`src/rtl/bus_grant_arbiter.sv`:
```
// Round-robin arbiter over 32 bus sources with a registered one-hot grant,
// a one-cycle turnaround between owners and an optional hold-time limit.
module bus_grant_arbiter #(
   parameter int MAX_HOLD = 16
) (
   input  logic        i_clock,
   input  logic        i_clear,
   input  logic [31:0] i_req,
   input  logic        i_release,
   output logic [31:0] o_grant,
   output logic        o_grant_valid,
   output logic [4:0]  o_owner,
   output logic        o_timeout,
   output logic [1:0]  o_state
);

   localparam int CW = (MAX_HOLD == 0) ? 1 : $clog2(MAX_HOLD + 1);
   localparam logic [CW-1:0] HOLD_LIMIT = CW'(MAX_HOLD);

   typedef enum logic [1:0] {
      S_IDLE  = 2'b00,
      S_GRANT = 2'b01,
      S_TURN  = 2'b10
   } state_t;

   state_t        r_state;
   logic [4:0]    r_last;
   logic [CW-1:0] r_hold;
   logic [31:0]   r_grant;
   logic          r_grant_valid;
   logic [4:0]    r_owner;
   logic          r_timeout;

   logic          w_found;
   logic [4:0]    w_win;
   logic [4:0]    w_idx;
   logic          w_limit;
   logic          w_voluntary;

   // Search upward from the source after the last winner, wrapping modulo 32.
   always_comb begin
      w_found = 1'b0;
      w_win   = 5'd0;
      w_idx   = 5'd0;
      for (int i = 0; i < 32; i++) begin
         w_idx = r_last + 5'd1 + 5'(i);
         if (!w_found && i_req[w_idx]) begin
            w_found = 1'b1;
            w_win   = w_idx;
         end
      end
   end

   assign w_limit     = (MAX_HOLD != 0) && (r_hold == HOLD_LIMIT);
   assign w_voluntary = i_release || !i_req[r_owner];

   always_ff @(posedge i_clock) begin
      if (!i_clear) begin
         r_state       <= S_IDLE;
         r_last        <= 5'd31;
         r_hold        <= '0;
         r_grant       <= '0;
         r_grant_valid <= 1'b0;
         r_owner       <= 5'd0;
         r_timeout     <= 1'b0;
      end else begin
         r_timeout <= 1'b0;
         case (r_state)
            S_GRANT: begin
               if (w_voluntary || w_limit) begin
                  r_state       <= S_TURN;
                  r_grant       <= '0;
                  r_grant_valid <= 1'b0;
                  r_owner       <= 5'd0;
                  // Pulse only when the hold limit alone ended the tenure.
                  r_timeout     <= w_limit && !w_voluntary;
               end else if (r_hold != '1) begin
                  r_hold <= r_hold + 1'b1;
               end
            end
            S_IDLE, S_TURN: begin
               if (w_found) begin
                  r_state       <= S_GRANT;
                  r_grant       <= 32'd1 << w_win;
                  r_grant_valid <= 1'b1;
                  r_owner       <= w_win;
                  r_last        <= w_win;
                  r_hold        <= CW'(1);
               end else begin
                  r_state       <= S_IDLE;
                  r_grant       <= '0;
                  r_grant_valid <= 1'b0;
                  r_owner       <= 5'd0;
               end
            end
            default: begin
               r_state       <= S_IDLE;
               r_grant       <= '0;
               r_grant_valid <= 1'b0;
               r_owner       <= 5'd0;
            end
         endcase
      end
   end

   assign o_grant       = r_grant;
   assign o_grant_valid = r_grant_valid;
   assign o_owner       = r_owner;
   assign o_timeout     = r_timeout;
   assign o_state       = r_state;

endmodule
```
`config.mk`:
```
export PLATFORM = sky130hd
export DESIGN_NAME = bus_grant_arbiter
export DESIGN_NICKNAME = d
export VERILOG_FILES = /design/src/rtl/bus_grant_arbiter.sv
export SDC_FILE = /design/constraint.sdc
export NUM_CORES = 1
export LEC_CHECK = 0
export CORE_MARGIN = 2
export CORE_UTILIZATION = 55
export DETAILED_ROUTE_END_ITERATION = 8
export GPL_ROUTABILITY_DRIVEN = 1
export PLACE_DENSITY = 0.8
export SLEW_MARGIN = 20
export SYNTH_ARGS = -nofsm -noshare
export SYNTH_HDL_FRONTEND = slang
export SYNTH_SLANG_ARGS = --single-unit
```
`constraint.sdc`:
```
create_clock -name i_clock -period 6.2 [get_ports i_clock]
set_input_delay 0.93 -clock i_clock [delete_from_list [all_inputs] [get_ports i_clock]]
set_output_delay 0.93 -clock i_clock [all_outputs]
set_load 0.05 [all_outputs]
```
# Yosys cells after proc, flatten, opt, wreduce, memory -nomap -nowiden

Cells that the tools add are included.

Add/sub/neg operators: 33
Divide/modulo/power cells: 0
Order comparisons: 33
Eq/ne operators: 8
Muxes and demuxes: 146
Reductions and logical operators: 73
Shift-type cells: 1
Bitwise logic cells: 0
Multiply operators: 0

Operators by type and width:

| kind                                                                         | number |
|---|---|
| 5-bit by 6-bit less-than comparator with 1-bit output, second input constant | 33 |
| 5-bit 2-to-1 mux                                                             | 37 |
| 1-bit binary-select mux with 5-bit select                                    | 33 |
| 5-bit adder, second input constant                                           | 16 |
| 1-bit 2-to-1 mux                                                             | 68 |
| 32-bit 2-to-1 mux                                                            | 2 |
| 32-bit case mux with 2 select lines                                          | 1 |
| 5-bit by 4-bit adder with 5-bit output, second input constant                | 8 |
| 1-bit logical NOT                                                            | 33 |
| 1-bit logical AND                                                            | 32 |
| 1-bit by 5-bit << shifter with 32-bit output, first input constant           | 1 |
| 5-bit by 3-bit adder with 5-bit output, second input constant                | 4 |
| 5-bit case mux with 2 select lines                                           | 2 |
| 5-bit by 1-bit adder with 5-bit output, second input constant                | 3 |
| 5-bit by 2-bit adder with 5-bit output, second input constant                | 2 |
| 2-bit != test, second input constant                                         | 4 |
| 5-bit equality test, second input constant                                   | 1 |
| 5-bit != test, second input constant                                         | 1 |
| 2-bit case mux with 2 select lines                                           | 1 |
| 4-bit AND reduction                                                          | 1 |
| 3-bit AND reduction                                                          | 1 |
| 2-bit by 1-bit equality test with 1-bit output, second input constant        | 1 |
| 2-bit equality test, second input constant                                   | 1 |
| 2-bit logical NOT                                                            | 1 |
| other kinds (6)                                                              | 7 |

Bits in writable memories: 0
Bits in latches: 0
Output and inout port bits: 41
Memories kept: 0
Bits in read-only memories: 0
Register bits after elaboration: 51

# Longest topological paths before layout

Depth after elaboration: 100
Gate-level depth with buffers: 28
Gate-level depth less buffers: 18

# Worst setup path after synthesis

No wires, ideal clock.

Path kind: register to register
Start: reg r_last[0]
End: reg r_grant[13], in the netlist o_grant[13]
Arrival time: 5.806 ns
Required time: 6.104 ns
Setup slack: 0.299 ns
Path buffers: 8
Library setup time: 0.096 ns
Stages on the path, launching flop included: 23
Cell sequence: dfxtp_1 > buf_4 > inv_2 > buf_2 > buf_2 > clkbuf_1 > ha_1 > buf_6 > buf_4 > buf_4 > o21ai_1 > a21oi_2 > xnor2_1 > mux4_2 > mux2i_2 > nand4_2 > or4_1 > buf_2 > or4_1 > nor4b_1 > and3_4 > or3_4 > o41ai_2

Word-level cells in the longest chain between the ends: 100
Elaborated cells between the ends (all ways): 225
Classes of those cells: add/sub: 32; shift: 1; mux: 130; reduce/logical: 62

Ends and longest elaborated chain:

| item                                                                                            | line | source |
|---|---|---|
| start, declared                                                                                 | 27   | `logic [4:0] r_last;` |
| start signal, assigned                                                                          | 87   | `r_last <= w_win;` |
| 5-bit by 1-bit adder with 5-bit output *                                                        | 46   | `w_idx = r_last + 5'd1 + 5'(i);` |
| parallel branches: the longest is 97 deep, another holds 5-bit by 1-bit adder with 5-bit output | n/a  |  |
| 32-bit 2-to-1 mux *                                                                             | 82   | `if (w_found) begin` |
| 32-bit case mux with 2 select lines *                                                           | 68   | `case (r_state)` |
| end signal, assigned                                                                            | 84   | `r_grant <= 32'd1 << w_win;` |
| end, declared                                                                                   | 29   | `logic [31:0] r_grant;` |

Every way passes the cells marked *. The select of a mux whose other input is x is not followed.
A chain may end at the register's enable or synchronous reset.

# Worst setup path in the final report

Start: reg r_last[1]
End: reg r_grant[16], in the netlist o_grant[16]

Same word-level chain as after synthesis.

==> flow_metrics.tcl <==
set metrics [dict create \
    setup_violations 0 \
    layout_commonest_cell "nand2_1" \
    antenna_cells 0 \
    critPathKind "flip-flop to flip-flop" \
    synth_edf_count 0 \
    cts-root-buf "clkbuf_16" \
    worstHoldPathType "flip-flop to flip-flop" \
    worst_slew_pin_slew_ns 0.995 \
    netlist_instances 1097 \
    layout_common_cells "146 x nand2_1, 75 x clkdlybuf4s50_1, 73 x buf_4, 72 x o21ai_0, 69 x nor2_1" \
    yosysTopAreaCell "mux4_2" \
    hold_viol 0 \
    synthAdderAreaFrac 0.0145 \
    synthArstFlopShare 0 \
    slew_headroom 0.331 \
    first_iter_violations 1324 \
    path_max_fanout 28 \
    clock_path_buffers 2 \
    die_height_um 129 \
    crit_arrival_ns 6.12 \
    wire_per_inst_um 26.0 \
    final_nets 1221 \
    area_delta_synth_final_pct 15.6 \
    hold_depth 2 \
    outcome "complete, no violations" \
    die_w_um 129 \
    synth_compound_area_frac 0.275 \
    synthSimpleGateAreaFrac 0.242 \
    ys_ff_latch 50 \
    grt_max_degree 43 \
    cp_cell_sequence "buf_4, ha_4, buf_4, mux4_2, mux2i_1, a21boi_1, nor3_1, nor4_2, nand4_4, or4_1, buf_4, a2111oi_2, o221ai_1, o21ai_0, nand3_2, o21ai_0" \
    grt_antenna_before_repair 0 \
    core-area_mm2 0.0153 \
    rsz0062_at_grt "no" \
    slew_violations 0 \
    crit_top_cell "buf_4" \
    vias 9957 \
    post_cts_buffers 0 \
    yosys_warnings 0 \
    synth_top_area_frac 0.128 \
    syn_nets 1142 \
    critPathMaxStageDelay_ns 0.60 \
    fmax_mhz 169 \
    min_period_ns 5.92 \
    final.setup.tns_ns 0 \
    io_pins 76 \
    post-route-period-util 0.955 \
    portBuffers 75 \
    syn_avg_cell_area_um2 7.87 \
    avgViaCountPerCell 7.17 \
    cts_tree "done" \
    cp_num_buf_inv 3 \
    finClkSkew_ns 0.00445 \
    htree_levels 2 \
    cts.reportedPaths.clkPinSlew_ns 0.06 \
    die-area_mm2 0.0167 \
    num_rows 45 \
    clock-sinks 50 \
    ant_nets 0 \
    timing.rr.start "r_last[1]" \
    worstSetupStartpointType "flip-flop" \
    grt_first_pass_wirelength_um 54800 \
    netlist_area_mm2 0.00864 \
    timing.rr.end "o_grant[16]" \
    critical_path.slowest_cell "mux4_2" \
    reg2regPathDepth 16 \
    start_util 0.566 \
    postCtsHoldBufs 0 \
    synthTopCellsByArea "mux4_2 13%, dfxtp_1 12%, nand2_1 6.3%" \
    synth_mux_area_frac 0.249 \
    synth_cell_type_count 99 \
    yosysSeqAreaShare 0.116 \
    grt-ovfl-total 0 \
    synth_xor_area_frac 0.0496 \
    required_ns 6.40 \
    holdPathEnd "o_grant[6]" \
    grt_pass1_vias 9191 \
    drt_pass1_iterations 7 \
    synthFlopType "dfxtp_1" \
    drc 0 \
    synth_top_family_by_area "compound AO/OA/AOI/OAI gates" \
    insertion_delay_ns 0.29 \
    crit_family "compound AO/OA/AOI/OAI gates" \
    maxCapViolCount 0 \
    grt_util_all_layers 0.432 \
    r2r_slack_ns 0.28 \
    hold_start "o_grant[6]" \
    wirelength_um 36100 \
    layout-drive-gt1-share 0.191 \
    cp-end-kind "flip-flop" \
    tritoncts.num_buffers 5 \
    place.gp.congestion 1.09 \
    dpl.hpwl_um 28400 \
]
==> worst min-delay path, delay by kind of cell, from the launching register on <==
family           cells  cell delay (ns)
AND/OR/NAND/NOR      1             0.05
flip-flops           1             0.31
AO/OA/AOI/OAI        1             0.05
==> state kept, by name, summed over array words and instances, names as in the netlist <==
register	flops
r_last	5
o_state	1
o_grant	32
o_timeout	1
o_owner	5
o_grant_valid	1
r_hold	5
==> layer usage <==
metal  part of all wire  up-vias  global-route usage
li1                   -     4391                   -
met1               0.39     4679               0.606
met2               0.42      736               0.624
met3               0.13      151               0.106
met4              0.058        0               0.204
met5                  0        -                   0
==> per-stage QoR <==
step	instances	hold slack (ns)	worst slack [ns]	area, µm²	util
finish	1388	0.447	0.279	9990	0.655
global route	1388	0.475	0.00970	9990	0.655
global placement	1380	0.434	0.352	9810	0.643
floorplan	1097	0.449	0.299	8640	-
CTS	1388	0.450	0.338	9970	0.653
detailed placement	1380	0.442	0.291	9810	0.643
==> cells by family after synthesis <==
kind of cell / count (synthesis)
AND/OR/NAND/NOR: 410
AO/OA/AOI/OAI: 353
multiplexers: 144
buffers and inverters: 95
flip-flops: 50
XOR/XNOR: 35
adder cells (fa/ha/maj): 10
==> final cells by class <==
cell class	instances	area, µm²
timing repair buffer	148	1300
multi-input combinational	952	7190
fill	1337	5270
tap	211	264
clock buffer	7	153
inverter	19	71.3
clock inverter	1	8.76
sequential	50	1000
==> worst max-delay path by stage <==
stage / slack [ns] / to / start / depth (start not counted)
final: 0.28 / o_grant[16] / r_last[1] / 16
after global routing: 0.01 / o_grant[13] / r_last[1] / 17
after detailed placement: 0.29 / o_grant[13] / i_req[17] / 15
after global placement: 0.35 / o_grant[13] / i_req[18] / 15
after floorplan: 0.30 / o_grant[13] / r_last[0] / 22
after CTS: 0.34 / o_grant[16] / r_last[2] / 18
==> repair_timing <==
item	CTS	global route
endpoints found under the hold margin	0	0
setup endpoints to repair	0	18
resized for setup	0	6
==> Yosys cell counts (all sizes together) (10+ instances only) <==
master	number
ha	10
a22oi	14
o22ai	14
inv	17
dfxtp	50
mux4	49
buf	42
clkbuf	34
a21oi	70
mux2	52
nor2b	11
nor3	32
and2	16
nand2	147
or3	10
xnor2	21
o21ai	101
mux2i	43
nor2	70
nand4	11
nand2b	19
a31oi	10
a21o	10
o211ai	12
nor4	16
nand3	28
a211oi	19
and3	12
Power is left out: the tool's default activity adds up to more than one toggle a clock period on the data nets, which glitch-free logic cannot reach.
==> edit 1: new RTL, same settings <==
Register the output `o_timeout` once more, without a reset; this adds one clock of latency there. The other outputs are not delayed to match.
--- a/src/rtl/bus_grant_arbiter.sv
+++ b/src/rtl/bus_grant_arbiter.sv
@@ -108,3 +108,5 @@
    assign o_owner       = r_owner;
-   assign o_timeout     = r_timeout;
+   always_ff @(posedge i_clock) begin
+      o_timeout <= r_timeout;
+   end
    assign o_state       = r_state;
Formal check against the unedited RTL: same outputs for any inputs over 4 cycles, from zero or initial values; that may be too few to reach the edited logic, so the function may still have changed.
==> edit 1 against the original RTL <==
The run now ends with DRC left. Count of clock-buffer cells in the layout shrank 1. Design area up 0.83%. Area after synthesis is 2.1% lower. Sequential share of layout area grew 0.13 points. Routed wire length rose by 2.6%. Final cell count grew 0.43%. Sequential cell count increased by 1. Highest routed layer unchanged. First-iteration DRC count up 21%. Global-route usage increased by 1.1 points. Worst setup slack lost 78 ps.
Power is not shown: default switching activity piles up to over one toggle a cycle in this logic, so the estimate is an artifact.
==> edit 1: results (changes against the original RTL) <==
- Tightest Hold Check Type: flip-flop to flip-flop
- FFs w/ async S/R, synth: 0% (unchanged)
- Tot GR Track Use: 44.3% (+1.1 points)
- Status: finished with violations
- Gate count of the mapped netlist: 1100 (+0.27%)
- Placement-stage cell area: 9790 um2 (-0.17%)
- Synth warn: 0 (unchanged)
- Largest net degree at the start of global routing: 36 (-16%)
- Vias post-DR: 10400 (+4.3%)
- Synth Flop Type: dfxtp_1
- Synth top area cells: mux4_2, dfxtp_1, mux2_2, mux2i_1, nor2_1
- Placed cell count: 1380 (unchanged)
- Final wirelength: 37000 um (+2.6%)
- Clock Latency Late Sink: 290 ps (about the same)
- Residual DRC: 2 (+2)
- Hpwl dp: 29000 um (+2.1%)
- Post-synth top cells: nor2_1, nand2_1, o21ai_0
- Max-cap viol count: 0 (unchanged)
- Cts bufs inserted: 5 (unchanged)
- Share of cells above drive strength 1: 19.9% (+0.82 points)
- Initial antenna violation count: 2 (+2)
- Vias in the first global route: 9529 (+3.7%)
- Critical-path maximum fanout: 10 (-64%)
- Multi-input gate area: 7010 um2 (-2.4%)
- Dpl ws: 179 ps (-112 ps)
- Sequential area share after synthesis: 12.1% (+0.49 points)
- # port buffers: 75 (unchanged)
- H-tree levels: 2 (unchanged)
- Nets: 1248 (+2.2%)
- Initial DRC Count: 1599 (+21%)
- CTS Buffer Depth: 2 (unchanged)
- Fill count: 1280 (-4.3%)
- CTS root buffer: clkbuf_16
- CP Data Arrival Time: 6160 ps (+40 ps)
- CTS clk-pin slew, worst paths: 60 ps (about the same)
- Max FFs per register: 32 (unchanged)
- 1st-pass router iterations: 9 (+2)
- Post-synth cell types: 93 (-6.1%)
- First-pass GRT wire length: 55700 um (+1.6%)
- Gp weighted congestion: 1.20 (+9.6%)
- Relative slew slack: 41.1% (+8.0 points)
- Layout Skew: 3.43 ps (-1.01 ps)
- Failing checks: DRC
- WL per Instance: 26.6 um (+2.2%)
edit 1: cell families after synthesis:
| family | after synthesis | synth area share, % |
|---|---|---|
| AO/OA/AOI/OAI | 332 | 26.5 |
| XOR/XNOR | 34 | 3.91 |
| adder cells (fa/ha/maj) | 10 | 1.48 |
| buffers and inverters | 103 | 5.52 |
| flip-flops | 51 | 12.1 |
| multiplexers | 140 | 24.9 |
| AND/OR/NAND/NOR | 430 | 25.6 |
edit 1: area by class of cell:
type                    count  area share (%)
diodes                      2          0.0497
clock buffers               6            1.28
clock inverters             2           0.596
inverters                  31            1.16
multi-input cells         946            69.7
flip-flops and latches     51            10.2
well taps                 188            2.34
repair buffers            168            14.8
edit 1: layer usage:
layer	share of wire (%)	up-vias	GRT usage [%]
li1	-	4432	-
met1	37	4871	59.0
met2	42	883	65.8
met3	14	202	11.3
met4	7.2	0	24.4
met5	0	-	0
edit 1: what timing repair did:
item | in CTS | in global routing
setup endpoints to repair | 0 | 38
setup buffers | 0 | 4
resized for setup | 0 | 11
edit 1: path summary, 6_finish.rpt:
| path | cells after the start | to | slack (ps) | start |
|---|---|---|---|---|
| setup reg to reg | 19 | o_grant[28] | 200 | r_last[1] |
| setup / recovery | 19 | o_grant[28] | 200 | r_last[1] |
| hold reg to reg | 0 | o_timeout | 340 | r_timeout |
| hold / removal | 0 | o_timeout | 340 | r_timeout |
edit 1: critical path, cell delays in order (launching register included):
cell      delay [ps]
dfxtp_1          340
buf_4            170
nand3_1          140
xnor2_1          390
ha_1             300
and2_1           250
xnor3_2          410
mux2_2           330
mux4_2           500
or3_1            480
buf_4            210
nor4b_4          240
buf_4            200
nand3_1          110
nor4_1           360
nor4_1           110
a221oi_1         460
o21a_2           400
or2_1            330
o31ai_1          140
==> edit 2: new RTL, same settings <==
Made on the original files. `MAX_HOLD`: 16 -> 32.
--- a/src/rtl/bus_grant_arbiter.sv
+++ b/src/rtl/bus_grant_arbiter.sv
@@ -3,3 +3,3 @@
 module bus_grant_arbiter #(
-   parameter int MAX_HOLD = 16
+   parameter int MAX_HOLD = 32
 ) (
Formal check against the unedited RTL: same outputs for any inputs over 4 cycles, from zero or initial values; that may be too few to reach the edited logic, so the function may still have changed.
==> edit 2 against the original RTL <==
Worst setup slack better by 67 ps. Core utilization is 1.4 points higher. Design area is 2.0% lower. Sequential cell count is 2 higher. Sequential share of layout area is 0.61 points higher. Routed wire length is 7.6% lower. Die area is 3.9% lower. Area after synthesis is 4.0% lower.
Power is left out: the tool's default activity adds up to more than one toggle a clock period on the data nets, which glitch-free logic cannot reach.
==> edit 2: results (changes against the original RTL) <==
- Share of cells above drive strength 1: 22.0% (+2.9 points)
- H-tree levels: 2 (unchanged)
- Initial antenna violation count: 0 (unchanged)
- Initial DRC Count: 1101 (-17%)
- Synth top area cells: mux4_2, dfxtp_1, a32o_1, nand2_1, a21oi_1
- CTS root buffer: clkbuf_16
- Non-filler cells, final: 1289 (-7.1%)
- Status: completed
- Post-synth cell types: 104 (+5.1%)
- Largest net degree at the start of global routing: 63 (+47%)
- CTS clk-pin slew, worst paths: 70 ps
- Tightest Hold Check Type: flip-flop to flip-flop
- Cts repair resizes: 0 (unchanged)
- Gate count of the mapped netlist: 998 (-9.0%)
- Layout Skew: 5.04 ps (+0.597 ps)
- Worst path max stage delay: 760 ps (+160 ps)
- Placement-stage cell area: 9620 um2 (-1.9%)
- CTS sink cnt: 52 (+4.0%)
- 1st-pass router iterations: 5 (-2)
- CTS Buffer Depth: 2 (unchanged)
- Crit path max-delay family: simple AND/OR/NAND/NOR gates
- CP Data Arrival Time: 6080 ps (-40 ps)
- Post-synth top cells: nand2_1, nor2_1, a21oi_1
- Cts bufs inserted: 5 (unchanged)
- Synth Flop Type: dfxtp_1
- Avg Vias per Cell: 7.33 (+2.2%)
- Hpwl dp: 26300 um (-7.3%)
- Max FFs per register: 32 (unchanged)
- Worst Tran Pin Value: 1090 ps (+90.5 ps)
- Gp weighted congestion: 1.13 (+3.3%)
- Clock Latency Late Sink: 290 ps (about the same)
- Vias in the first global route: 8847 (-3.7%)
- # port buffers: 75 (unchanged)
- WL per Instance: 25.9 um (-0.47%)
- FFs w/ async S/R, synth: 0% (unchanged)
- Antenna Cells: 0 (unchanged)
- Tot GR Track Use: 40.9% (-2.3 points)
- Fill count: 1244 (-7.0%)
- CP max stage cell: nor4_2
- Setup bufs post-CTS: 0 (unchanged)
- First-pass GRT wire length: 50900 um (-7.1%)
- Placed cell count: 1281 (-7.2%)
- Synth warn: 0 (unchanged)
- Critical-path maximum fanout: 9 (-68%)
- Nets: 1148 (-6.0%)
- Sequential area share after synthesis: 12.6% (+0.97 points)
## edit 2: changes by cell type in the layout (fill, tap and decap cells not counted), moves of 20 or more
cell and delta:
mux2_2 -29, a32o_1 +32, buf_4 +20, nand2_1 -63, o21ai_0 -20, o21ai_1 -24, mux2i_1 -20
## edit 2: worst paths after layout
path,from,endpoint,slack [ps],cells past startpoint
worst min register to register,o_grant[17],o_grant[17],470,1
worst max register to register,r_last[0],o_grant[11],350,15
worst max-delay path,r_last[0],o_grant[11],350,15
worst min-delay path,o_grant[17],o_grant[17],470,1
## edit 2: cell type report
| class | count | area (um2) | area share (%) |
|---|---|---|---|
| multi-input combinational | 857 | 6790 | 69.4 |
| timing repair buffer | 170 | 1490 | 15.2 |
| tap | 184 | 230 | 2.35 |
| clock buffer | 5 | 125 | 1.28 |
| inverter | 18 | 67.6 | 0.690 |
| clock inverter | 3 | 46.3 | 0.473 |
| sequential | 52 | 1040 | 10.6 |
## edit 2: routing by layer
metal / global-route usage (%) / share of wire, %
met2: 63.6 / 44
met5: 0 / 0
met4: 19.1 / 5.6
met3: 8.73 / 11
met1: 54.8 / 40
## edit 2: through the flow
step	setup WS [ps]	hold slack, ps	utilization [%]
after floorplan	464	484	-
after global placement	406	450	65.7
after detailed placement	353	455	65.7
after CTS	443	471	66.8
after global routing	81.8	491	66.8
final	347	469	66.8
## edit 2: worst reg2reg max path, delay by kind of cell, from the launching register on
family	cells	cell delay, ps
buffers and inverters	2	470
muxes	1	410
adders and majority gates	1	410
DFF	1	400
xor gates and xnor gates	2	740
and+or+nand+nor	5	1960
AOI/OAI and AO/OA	4	1390
## edit 2: logic make-up (layout without fill, tap and decap cells)
family	count (synthesis)	in the layout	share of synthesized area (%)
buf+inv	89	196	5.57
flops	52	52	12.6
xor+xnor	37	37	4.85
mux	95	95	20.4
simple gates	385	385	26.0
fa+ha+maj	9	9	1.36
compound gates	331	331	29.2
